==> src/rtl/switch_stats_collector.sv <==
// Per-port ingress/egress statistics: accepted, dropped and delivered counters with atomic snapshot and stream-out.
// Latency: live counters show an event 1 cycle later; the first record is valid 2 cycles after an accepted snap_req.
// Backpressure: stream_ready stalls the record stream (id/data held); live counting never stalls.
//
// Ports:
//   clk, rst             clock and synchronous active-high reset
//   valid_in, fifo_full  per-port ingress valid and ingress FIFO full (accept = valid & ~full, drop = valid & full)
//   target_in            per-port target mask, port p at [p*NUM_PORTS +: NUM_PORTS]
//   valid_out            per-port egress valid, one delivered packet per cycle
//   weighted             0: +1 per event, 1: +popcount(mask) for accept/drop
//   snap_req             snapshot request, honoured only when idle; clr_on_snap selects clear-at-capture
//   snap_busy            high from capture until the last record is accepted
//   stream_*             valid/ready record stream, id = port*3 + kind, data = {sat_flag, count}
module switch_stats_collector #(
  parameter int NUM_PORTS = 4,
  parameter int CNT_WIDTH = 16,
  parameter int ID_WIDTH  = $clog2(NUM_PORTS*3)
) (
  input  logic                           clk,
  input  logic                           rst,
  input  logic [NUM_PORTS-1:0]           valid_in,
  input  logic [NUM_PORTS*NUM_PORTS-1:0] target_in,
  input  logic [NUM_PORTS-1:0]           fifo_full,
  input  logic [NUM_PORTS-1:0]           valid_out,
  input  logic                           weighted,
  input  logic                           snap_req,
  input  logic                           clr_on_snap,
  output logic                           snap_busy,
  output logic                           stream_valid,
  input  logic                           stream_ready,
  output logic [ID_WIDTH-1:0]            stream_id,
  output logic [CNT_WIDTH:0]             stream_data,
  output logic                           stream_last
);

  localparam int NUM_CNT = NUM_PORTS * 3;
  localparam int INC_W   = $clog2(NUM_PORTS + 1);
  localparam int SUM_W   = CNT_WIDTH + 1;
  localparam logic [CNT_WIDTH-1:0] CNT_MAX = '1;
  localparam logic [ID_WIDTH-1:0]  LAST_ID = ID_WIDTH'(NUM_CNT - 1);

  typedef enum logic [1:0] {S_IDLE, S_CAPTURE, S_STREAM} state_t;

  state_t                r_state;
  logic [CNT_WIDTH-1:0]  r_cnt [NUM_CNT];
  logic [NUM_CNT-1:0]    r_sat;
  logic [CNT_WIDTH-1:0]  r_shd [NUM_CNT];
  logic [NUM_CNT-1:0]    r_shd_sat;
  logic                  r_clr;
  logic                  r_busy;
  logic                  r_valid;
  logic                  r_last;
  logic [ID_WIDTH-1:0]   r_id;
  logic [CNT_WIDTH:0]    r_data;

  logic [INC_W-1:0]      w_amt [NUM_PORTS];
  logic [INC_W-1:0]      w_inc [NUM_CNT];
  logic [SUM_W-1:0]      w_raw [NUM_CNT];
  logic [CNT_WIDTH-1:0]  w_sum [NUM_CNT];
  logic [NUM_CNT-1:0]    w_ovf;
  logic [ID_WIDTH-1:0]   w_nxt_id;

  // Per-port increment amount: 1 in packet mode, number of target copies in weighted mode.
  always_comb begin
    for (int p = 0; p < NUM_PORTS; p++) begin
      w_amt[p] = weighted ? INC_W'($countones(target_in[p*NUM_PORTS +: NUM_PORTS])) : INC_W'(1);
    end
  end

  // Counter layout: index p*3+0 accepted, p*3+1 dropped, p*3+2 delivered.
  always_comb begin
    for (int p = 0; p < NUM_PORTS; p++) begin
      w_inc[p*3]     = (valid_in[p] & ~fifo_full[p]) ? w_amt[p] : '0;
      w_inc[p*3 + 1] = (valid_in[p] &  fifo_full[p]) ? w_amt[p] : '0;
      w_inc[p*3 + 2] = INC_W'(valid_out[p]);
    end
  end

  // One spare carry bit is enough: the largest increment is far below CNT_MAX.
  always_comb begin
    for (int k = 0; k < NUM_CNT; k++) begin
      w_raw[k] = {1'b0, r_cnt[k]} + SUM_W'(w_inc[k]);
      w_ovf[k] = w_raw[k][CNT_WIDTH];
      w_sum[k] = w_raw[k][CNT_WIDTH] ? CNT_MAX : w_raw[k][CNT_WIDTH-1:0];
    end
  end

  assign w_nxt_id = r_id + ID_WIDTH'(1);

  always_ff @(posedge clk) begin
    if (rst) begin
      r_state   <= S_IDLE;
      r_sat     <= '0;
      r_shd_sat <= '0;
      r_clr     <= 1'b0;
      r_busy    <= 1'b0;
      r_valid   <= 1'b0;
      r_last    <= 1'b0;
      r_id      <= '0;
      r_data    <= '0;
      for (int k = 0; k < NUM_CNT; k++) begin
        r_cnt[k] <= '0;
        r_shd[k] <= '0;
      end
    end else begin
      // Live counters: a clearing capture drops everything up to and including
      // the capture cycle (those events land in the shadow copy instead).
      for (int k = 0; k < NUM_CNT; k++) begin
        if (r_state == S_CAPTURE && r_clr) begin
          r_cnt[k] <= '0;
          r_sat[k] <= 1'b0;
        end else begin
          r_cnt[k] <= w_sum[k];
          r_sat[k] <= r_sat[k] | w_ovf[k];
        end
      end

      case (r_state)
        S_IDLE: begin
          if (snap_req) begin
            r_state <= S_CAPTURE;
            r_clr   <= clr_on_snap;
            r_busy  <= 1'b1;
          end
        end

        S_CAPTURE: begin
          for (int k = 0; k < NUM_CNT; k++) begin
            r_shd[k]     <= w_sum[k];
            r_shd_sat[k] <= r_sat[k] | w_ovf[k];
          end
          r_state <= S_STREAM;
          r_valid <= 1'b1;
          r_id    <= '0;
          r_last  <= 1'b0;
          // Record 0 comes straight from the values being captured this cycle.
          r_data  <= {r_sat[0] | w_ovf[0], w_sum[0]};
        end

        S_STREAM: begin
          if (stream_ready) begin
            if (r_last) begin
              r_state <= S_IDLE;
              r_valid <= 1'b0;
              r_busy  <= 1'b0;
              r_last  <= 1'b0;
              r_id    <= '0;
              r_data  <= '0;
            end else begin
              r_id   <= w_nxt_id;
              r_last <= (w_nxt_id == LAST_ID);
              r_data <= {r_shd_sat[w_nxt_id], r_shd[w_nxt_id]};
            end
          end
        end

        default: begin
          r_state <= S_IDLE;
          r_valid <= 1'b0;
          r_busy  <= 1'b0;
          r_last  <= 1'b0;
          r_id    <= '0;
          r_data  <= '0;
        end
      endcase
    end
  end

  assign snap_busy    = r_busy;
  assign stream_valid = r_valid;
  assign stream_id    = r_id;
  assign stream_data  = r_data;
  assign stream_last  = r_last;

endmodule

==> config.mk <==
export PLATFORM = sky130hd
export DESIGN_NAME = switch_stats_collector
export DESIGN_NICKNAME = d
export VERILOG_FILES = /design/src/rtl/switch_stats_collector.sv
export SDC_FILE = /design/constraint.sdc
export NUM_CORES = 1
export LEC_CHECK = 0
export ABC_AREA = 1
export CAP_MARGIN = 20
export CELL_PAD_IN_SITES_DETAIL_PLACEMENT = 1
export CELL_PAD_IN_SITES_GLOBAL_PLACEMENT = 1
export CORE_MARGIN = 2
export CORE_UTILIZATION = 48
export CTS_BUF_LIST = sky130_fd_sc_hd__clkbuf_16
export DETAILED_ROUTE_END_ITERATION = 7
export PLACE_DENSITY = 0.89
export RECOVER_POWER = 100
export SETUP_SLACK_MARGIN = 0.02
export SYNTH_ARGS = -nofsm -noshare
export SYNTH_HDL_FRONTEND = slang
export SYNTH_SLANG_ARGS = --single-unit
==> constraint.sdc <==
create_clock -name clk -period 12.8 [get_ports clk]
set_input_delay 3.84 -clock clk [delete_from_list [all_inputs] [get_ports clk]]
set_output_delay 3.84 -clock clk [all_outputs]
set_load 0.02 [all_outputs]
==> results.yml, run 1 <==
floorplanning:
  top_level_ports: 58
  width_of_the_chip_um: 225.6
  die_area_um2: 50880
  core_um2: 48750
  die_height_um: 225.6
  start_util: 0.4834
  num_rows: 81
global_route:
  grt_antenna_before_repair: 0
  grt_start_max_net_pins: 148
  globalRouteOverflowTotal: 0
  gr-usage-all-layers: 0.3042
  first_global_vias: 22000
  grt_first_pass_wirelength_mm: 119.2
power_and_ir_drop:
  static-leakage-power_nw: 12.27
  pwr_density_cell_nw_per_um2: 170.0
  switchingPower_mw: 1.665
  power.share.clock: 0.306
  p_int_mw: 2.897
  sequentialPowerShare: 0.422
  p_sw_frac: 0.3650
  peakVddDrop_mv: 0.09822
  comb_power_share: 0.271
worst_setup_path:
  cp-end-kind: "flop"
  worst_ep_arrival_time_ns: 9.77
  worst-endpoint-required_ns: 13.21
  critical_path_class: "input port to flop"
  worstPathMaxFanout: 107
  timing.critical_path.from_type: "input port"
synth:
  avgSynthCellArea_um2: 8.464
  ys_warn_count: 0
  yosys.area_share.simple: 0.2641
  post_synth_inst_count: 2784
  largest_family_of_logic_cells_by_synthesized_area: "simple AND/OR/NAND/NOR gates"
  ys_top_cells_by_count: "nand2_1, edfxtp_1, inv_1"
  synthMuxAreaShare: 0
  netlist_area_um2: 23560
  synth_compound_area_frac: 0.05713
  largest_area_contributor_in_the_synthesized_netlist: "edfxtp_1"
  yosysUniqueCellTypes: 46
  yosys.area_share.xor_xnor: 0.02825
  synth_seq_area_share: 0.5327
  synth_adder_area_share: 0.03409
  fraction_of_registers_with_async_set_or_reset_after_synthesis: 0
  synth_edf_count: 384
  ys_ff_latch: 435
  synth_top_cells_by_area: "edfxtp_1, nand2_1, inv_1"
  synth_top_cell_area_share: 0.4894
  cell_with_the_most_instances_after_synthesis: "nand2_1"
  synth-main-ff-cell: "edfxtp_1"
final_layout:
  num-nets-final: 3086
  stdcell_area_um2: 26850
  flow.area_growth_from_synthesis_pct: 13.93
  n_antenna_cell: 0
  drive_above_1_share: 0.04809
  fin_util: 0.5507
  num-fill-cells: 5829
timing:
  max_slew.worst_pin.slew_ns: 3.738
  slew_viol_final: 231
  rsz0062_at_grt: "no"
  report.final.hold_viol_count: 0
  fmax_mhz: 106.8
  layout_worst_path_cycle_share: 0.7312
  slew_headroom: -1.492
  finalHoldWorstSlack_ns: 0.4616
  clock_skew_ns: 0.02898
  setup-violations-final: 0
  setup_total_negative_slack_ns: 0
  post-route-min-period_ns: 9.359
clocking:
  tritoncts.num_buffers: 49
  insertion_delay_ns: 0.61
  clkSinkCount: 435
  ctsLongestPathBuffers: 3
  clock_root_buffer: "clkbuf_16"
  post_cts.repair.setup_buffers: 0
  cts_tree: "yes"
  post_cts_resized: 0
  cts_htree_levels: 2
  postCtsHoldBufs: 0
  cts.clk_slew.worst_paths_ns: 0.06
outcome:
  failed_checks: "capacitance limit, slew limit"
  status: "complete, but fails checks"
placement:
  buffer_ports.inserted: 57
  placed_cell_area_um2: 25330
  dp.final_hpwl_mm: 51.02
  gp_routability_congestion: 0.8908
routing:
  drc_errors: 0
  drtPass1Iterations: 8
  via_count: 20401
  post_drt_wl_per_cell_um: 20.75
  route.final.wire_length_mm: 76.79
  drt_iter0_markers: 1686
  drt-vias-per-instance: 5.514
  ant_nets: 0
min_path:
  hold_path.class: "flop to flop"
run:
  drv.max_cap_violation_count: 5
==> area by class of cell <==
cell class | count | area, µm² | share of cell area
sequential | 435 | 12550 | 0.4675
multi-input combinational | 2045 | 9732 | 0.3625
inverter | 393 | 1478 | 0.05504
clock buffer | 55 | 1376 | 0.05127
tap | 664 | 830.8 | 0.03095
timing repair buffer | 71 | 688.2 | 0.02563
clock inverter | 37 | 190.2 | 0.007084
==> routing by layer <==
layer	up-vias	global-route usage	wire, µm
met5	-	0	0
met3	261	0.04954	4576
met1	10056	0.3502	29040
met2	805	0.5387	38700
met4	0	0.1696	4471
li1	9279	-	-
==> worst max-delay path: stages <==
cell and delay (ns):
buf_2 0.10, clkbuf_1 0.95, a21oi_4 0.41, clkbuf_1 1.60
clkinvlp_2 1.79, buf_16 0.61, a21oi_1 0.32
==> final timing paths <==
kind                                                 from                          to  slack [ns]  depth (start not counted)
worst max-delay path                                  rst  r_cnt[2][17]$_SDFFCE_PN0P_        3.44                          7
worst min-delay path            stream_valid$_SDFFE_PP0P_   stream_valid$_SDFFE_PP0P_        0.46                          2
worst max register to register    r_state[1]$_SDFFE_PP0P_  r_cnt[2][17]$_SDFFCE_PN0P_        7.09                          8
worst min register to register  stream_valid$_SDFFE_PP0P_   stream_valid$_SDFFE_PP0P_        0.46                          2
==> cell families after synthesis <==
logic type / Yosys count
compound gates: 252
xor+xnor: 73
fa+ha+maj: 57
buf+inv: 495
flops: 435
other cells: 1
simple gates: 1471
==> registers in the layout (all words and copies together), names as in the netlist <==
name,count
r_state,2
r_shd_sat,12
r_clr,1
stream_data,17
r_sat,12
r_shd,192
stream_id,4
stream_last,1
r_cnt,192
snap_busy,1
stream_valid,1
==> power by group through the flow <==
stage	registers, mW	clock network, mW	logic, mW
finish	1.93	1.40	1.24
floorplan	1.93	0	0.757
global placement	1.93	0	1.10
global route	1.94	1.45	1.33
CTS	1.92	1.40	1.20
detailed placement	1.95	0	1.17
==> cells in the final DEF (no fill, tap or decap), drive strengths merged, types with 3 or more instances in the layout <==
master         netlist  routed
clkinv               1      23
conb                 1     192
nand3b               9       9
fa                  12      12
o21a                 3       3
o21ai               91      91
clkbuf              51      59
edfxtp             384     384
nand3              251     251
o211ai               3       3
o22ai               11      11
nand2              730     730
clkdlybuf4s50        0      32
nor4                 8       8
nand4               32      32
clkinvlp             0       3
nor2               361     361
inv                392     403
buf                 51      11
ha                  45      45
dlygate4sd3          0      24
or2                 29      29
a21oi              136     136
xnor2               21      21
nor3                49      49
dfxtp               51      51
xor2                52      52
==> per-stage QoR <==
step / std cells / setup slack [ns] / power, mW
final: 3700 / 3.441 / 4.563
after global routing: 3700 / 3.305 / 4.727
after CTS: 3699 / 5.324 / 4.531
after detailed placement: 3607 / 4.739 / 3.116
after global placement: 3607 / 5.001 / 3.035
after floorplan: 2975 / 2.487 / 2.686
No activity file was read; power rests on OpenSTA's default activity.
==> run 2: changes to the inputs <==
clock period = 9.4 ns   (was 12.8 ns; I/O delays follow)
==> run 2 against run 1 <==
  * The run still ends with capacitance limit, slew limit left
  * Wire length shrank 2.8%
  * Clock-buffer cell count is 6 lower
  * Register-to-register slack got worse by 5.4 ns
  * Sequential share of layout area rose by 0.21 points
  * Total power rose by 34%
  * Critical path depth is 7 higher
  * Non-clock buffer count did not move
  * Largest cell class unchanged
==> results.yml, run 2 (same netlist as run 1, synthesis figures left out) <==
final_layout:
  finish.cell_count_without_fillers: 3696
  fin_util: 0.5482
  drive_above_1_share: 0.04123
  mostFrequentLayoutCell: "nand2_1"
  flow.area_growth_from_synthesis_pct: 13.41
  stdcell_area_um2: 26720
  n_antenna_cell: 0
  layout.cells.most_common_list: "nand2_1, inv_1, edfxtp_1"
  num-nets-final: 3085
floorplanning:
  top_level_ports: 58
  core_um2: 48750
  die_height_um: 225.6
  num_rows: 81
  die_area_um2: 50880
  width_of_the_chip_um: 225.6
  start_util: 0.4834
power_and_ir_drop:
  p_sw_frac: 0.3615
  comb_power_share: 0.266
  p_int_mw: 3.893
  static-leakage-power_nw: 12.22
  report.power.total_mw: 6.097
  pwr_density_cell_nw_per_um2: 228.1
  sequentialPowerShare: 0.434
  switchingPower_mw: 2.204
  peakVddDrop_mv: 0.1426
  power.share.clock: 0.301
worst_setup_path:
  rr_endpoint: "stream_data[8]$_SDFFE_PP0P_"
  cp-end-kind: "flop"
  timing.critical_path.from_type: "flop"
  critical_path_class: "flop to flop"
  rr_startpoint: "stream_id[0]$_SDFFE_PP0P_"
  worst_ep_arrival_time_ns: 8.21
  ff2ff_setup_slack_ns: 1.66
  worstPathMaxFanout: 54
  ff2ff_path_depth: 14
  worst-endpoint-required_ns: 9.86
timing:
  clock_skew_ns: 0.02104
  setup-violations-final: 0
  report.final.hold_viol_count: 0
  fmax_mhz: 129.1
  rsz0062_at_grt: "no"
  setup_total_negative_slack_ns: 0
  slew_headroom: -0.7780
  post-route-min-period_ns: 7.744
  slew_viol_final: 151
  max_slew.worst_pin.slew_ns: 2.661
  layout_worst_path_cycle_share: 0.8239
clocking:
  cts_tree: "yes"
  cts.clk_slew.worst_paths_ns: 0.06
  postCtsHoldBufs: 0
  post_cts.repair.setup_buffers: 0
  ctsLongestPathBuffers: 3
  clkSinkCount: 435
  post_cts_resized: 0
  tritoncts.num_buffers: 48
  insertion_delay_ns: 0.60
  clock_root_buffer: "clkbuf_16"
  cts_htree_levels: 2
outcome:
  failed_checks: "capacitance limit, slew limit"
  status: "complete, but fails checks"
routing:
  post_drt_wl_per_cell_um: 20.19
  drtPass1Iterations: 5
  drt-vias-per-instance: 5.470
  drc_errors: 0
  drt_iter0_markers: 1785
  route.final.wire_length_mm: 74.64
  via_count: 20216
  ant_nets: 0
global_route:
  gr-usage-all-layers: 0.2961
  globalRouteOverflowTotal: 0
  grt_antenna_before_repair: 1
  grt_start_max_net_pins: 143
  first_global_vias: 21852
  grt_first_pass_wirelength_mm: 116.7
placement:
  buffer_ports.inserted: 57
  gp_routability_congestion: 0.8919
  dp.final_hpwl_mm: 49.59
  placed_cell_area_um2: 25330
  placed_cells_incl_taps: 3607
min_path:
  hp_start: "stream_valid$_SDFFE_PP0P_"
  hold_depth: 2
  min_to: "stream_valid$_SDFFE_PP0P_"
  hold_path.class: "flop to flop"
run:
  drv.max_cap_violation_count: 3
run 2: final cells by class:
| class | instances | area, µm² |
|---|---|---|
| flip-flops and latches | 435 | 12550 |
| clock inverters | 39 | 247.7 |
| repair buffers | 71 | 695.7 |
| clock buffers | 49 | 1226 |
| inverters | 393 | 1481 |
| well taps | 664 | 830.8 |
| multi-input cells | 2045 | 9691 |
| fillers | 5851 | 22020 |
run 2: metrics by stage:
| step | setup slack, ns | hold slack (ns) |
|---|---|---|
| global placement | 2.580 | 0.4406 |
| global route | 1.270 | 0.4928 |
| finish | 1.656 | 0.4638 |
| floorplan | 0.1068 | 0.4239 |
| CTS | 2.968 | 0.4702 |
| detailed placement | 2.365 | 0.4576 |
run 2: worst max-delay path by stage:
stage                                        to                       from
global placement     r_shd[6][13]$_SDFFCE_PN0P_                   weighted
detailed placement   r_shd[6][13]$_SDFFCE_PN0P_                   weighted
global route        stream_data[8]$_SDFFE_PP0P_  stream_id[0]$_SDFFE_PP0P_
floorplan             r_shd[0][0]$_SDFFCE_PN0P_                        rst
finish              stream_data[8]$_SDFFE_PP0P_  stream_id[0]$_SDFFE_PP0P_
CTS                  r_shd[6][13]$_SDFFCE_PN0P_                   weighted
run 2: worst max-delay path, cell delays in order (launching register included):
cell	delay, ns
dfxtp_1	2.06
inv_1	0.98
ha_1	0.58
buf_4	0.31
inv_1	0.86
clkbuf_1	1.35
nand3_1	0.46
nand3_1	0.37
nand2_1	0.08
nand2_1	0.11
nand2_1	0.08
nand2_1	0.10
nand2_1	0.07
nand2_1	0.08
a21oi_2	0.06
run 2: power groups by stage:
stage | Clock [mW] | Sequential, mW | Combinational [mW]
CTS | 1.85 | 2.64 | 1.60
global placement | 0 | 2.65 | 1.49
detailed placement | 0 | 2.67 | 1.56
global route | 1.91 | 2.67 | 1.75
floorplan | 0 | 2.63 | 1.03
finish | 1.83 | 2.65 | 1.62
run 2: per-layer routing:
layer,global-route usage,part of all wire
met2,0.5228,0.51
met4,0.1617,0.052
met3,0.03312,0.049
met5,0,0.00016
met1,0.3533,0.39
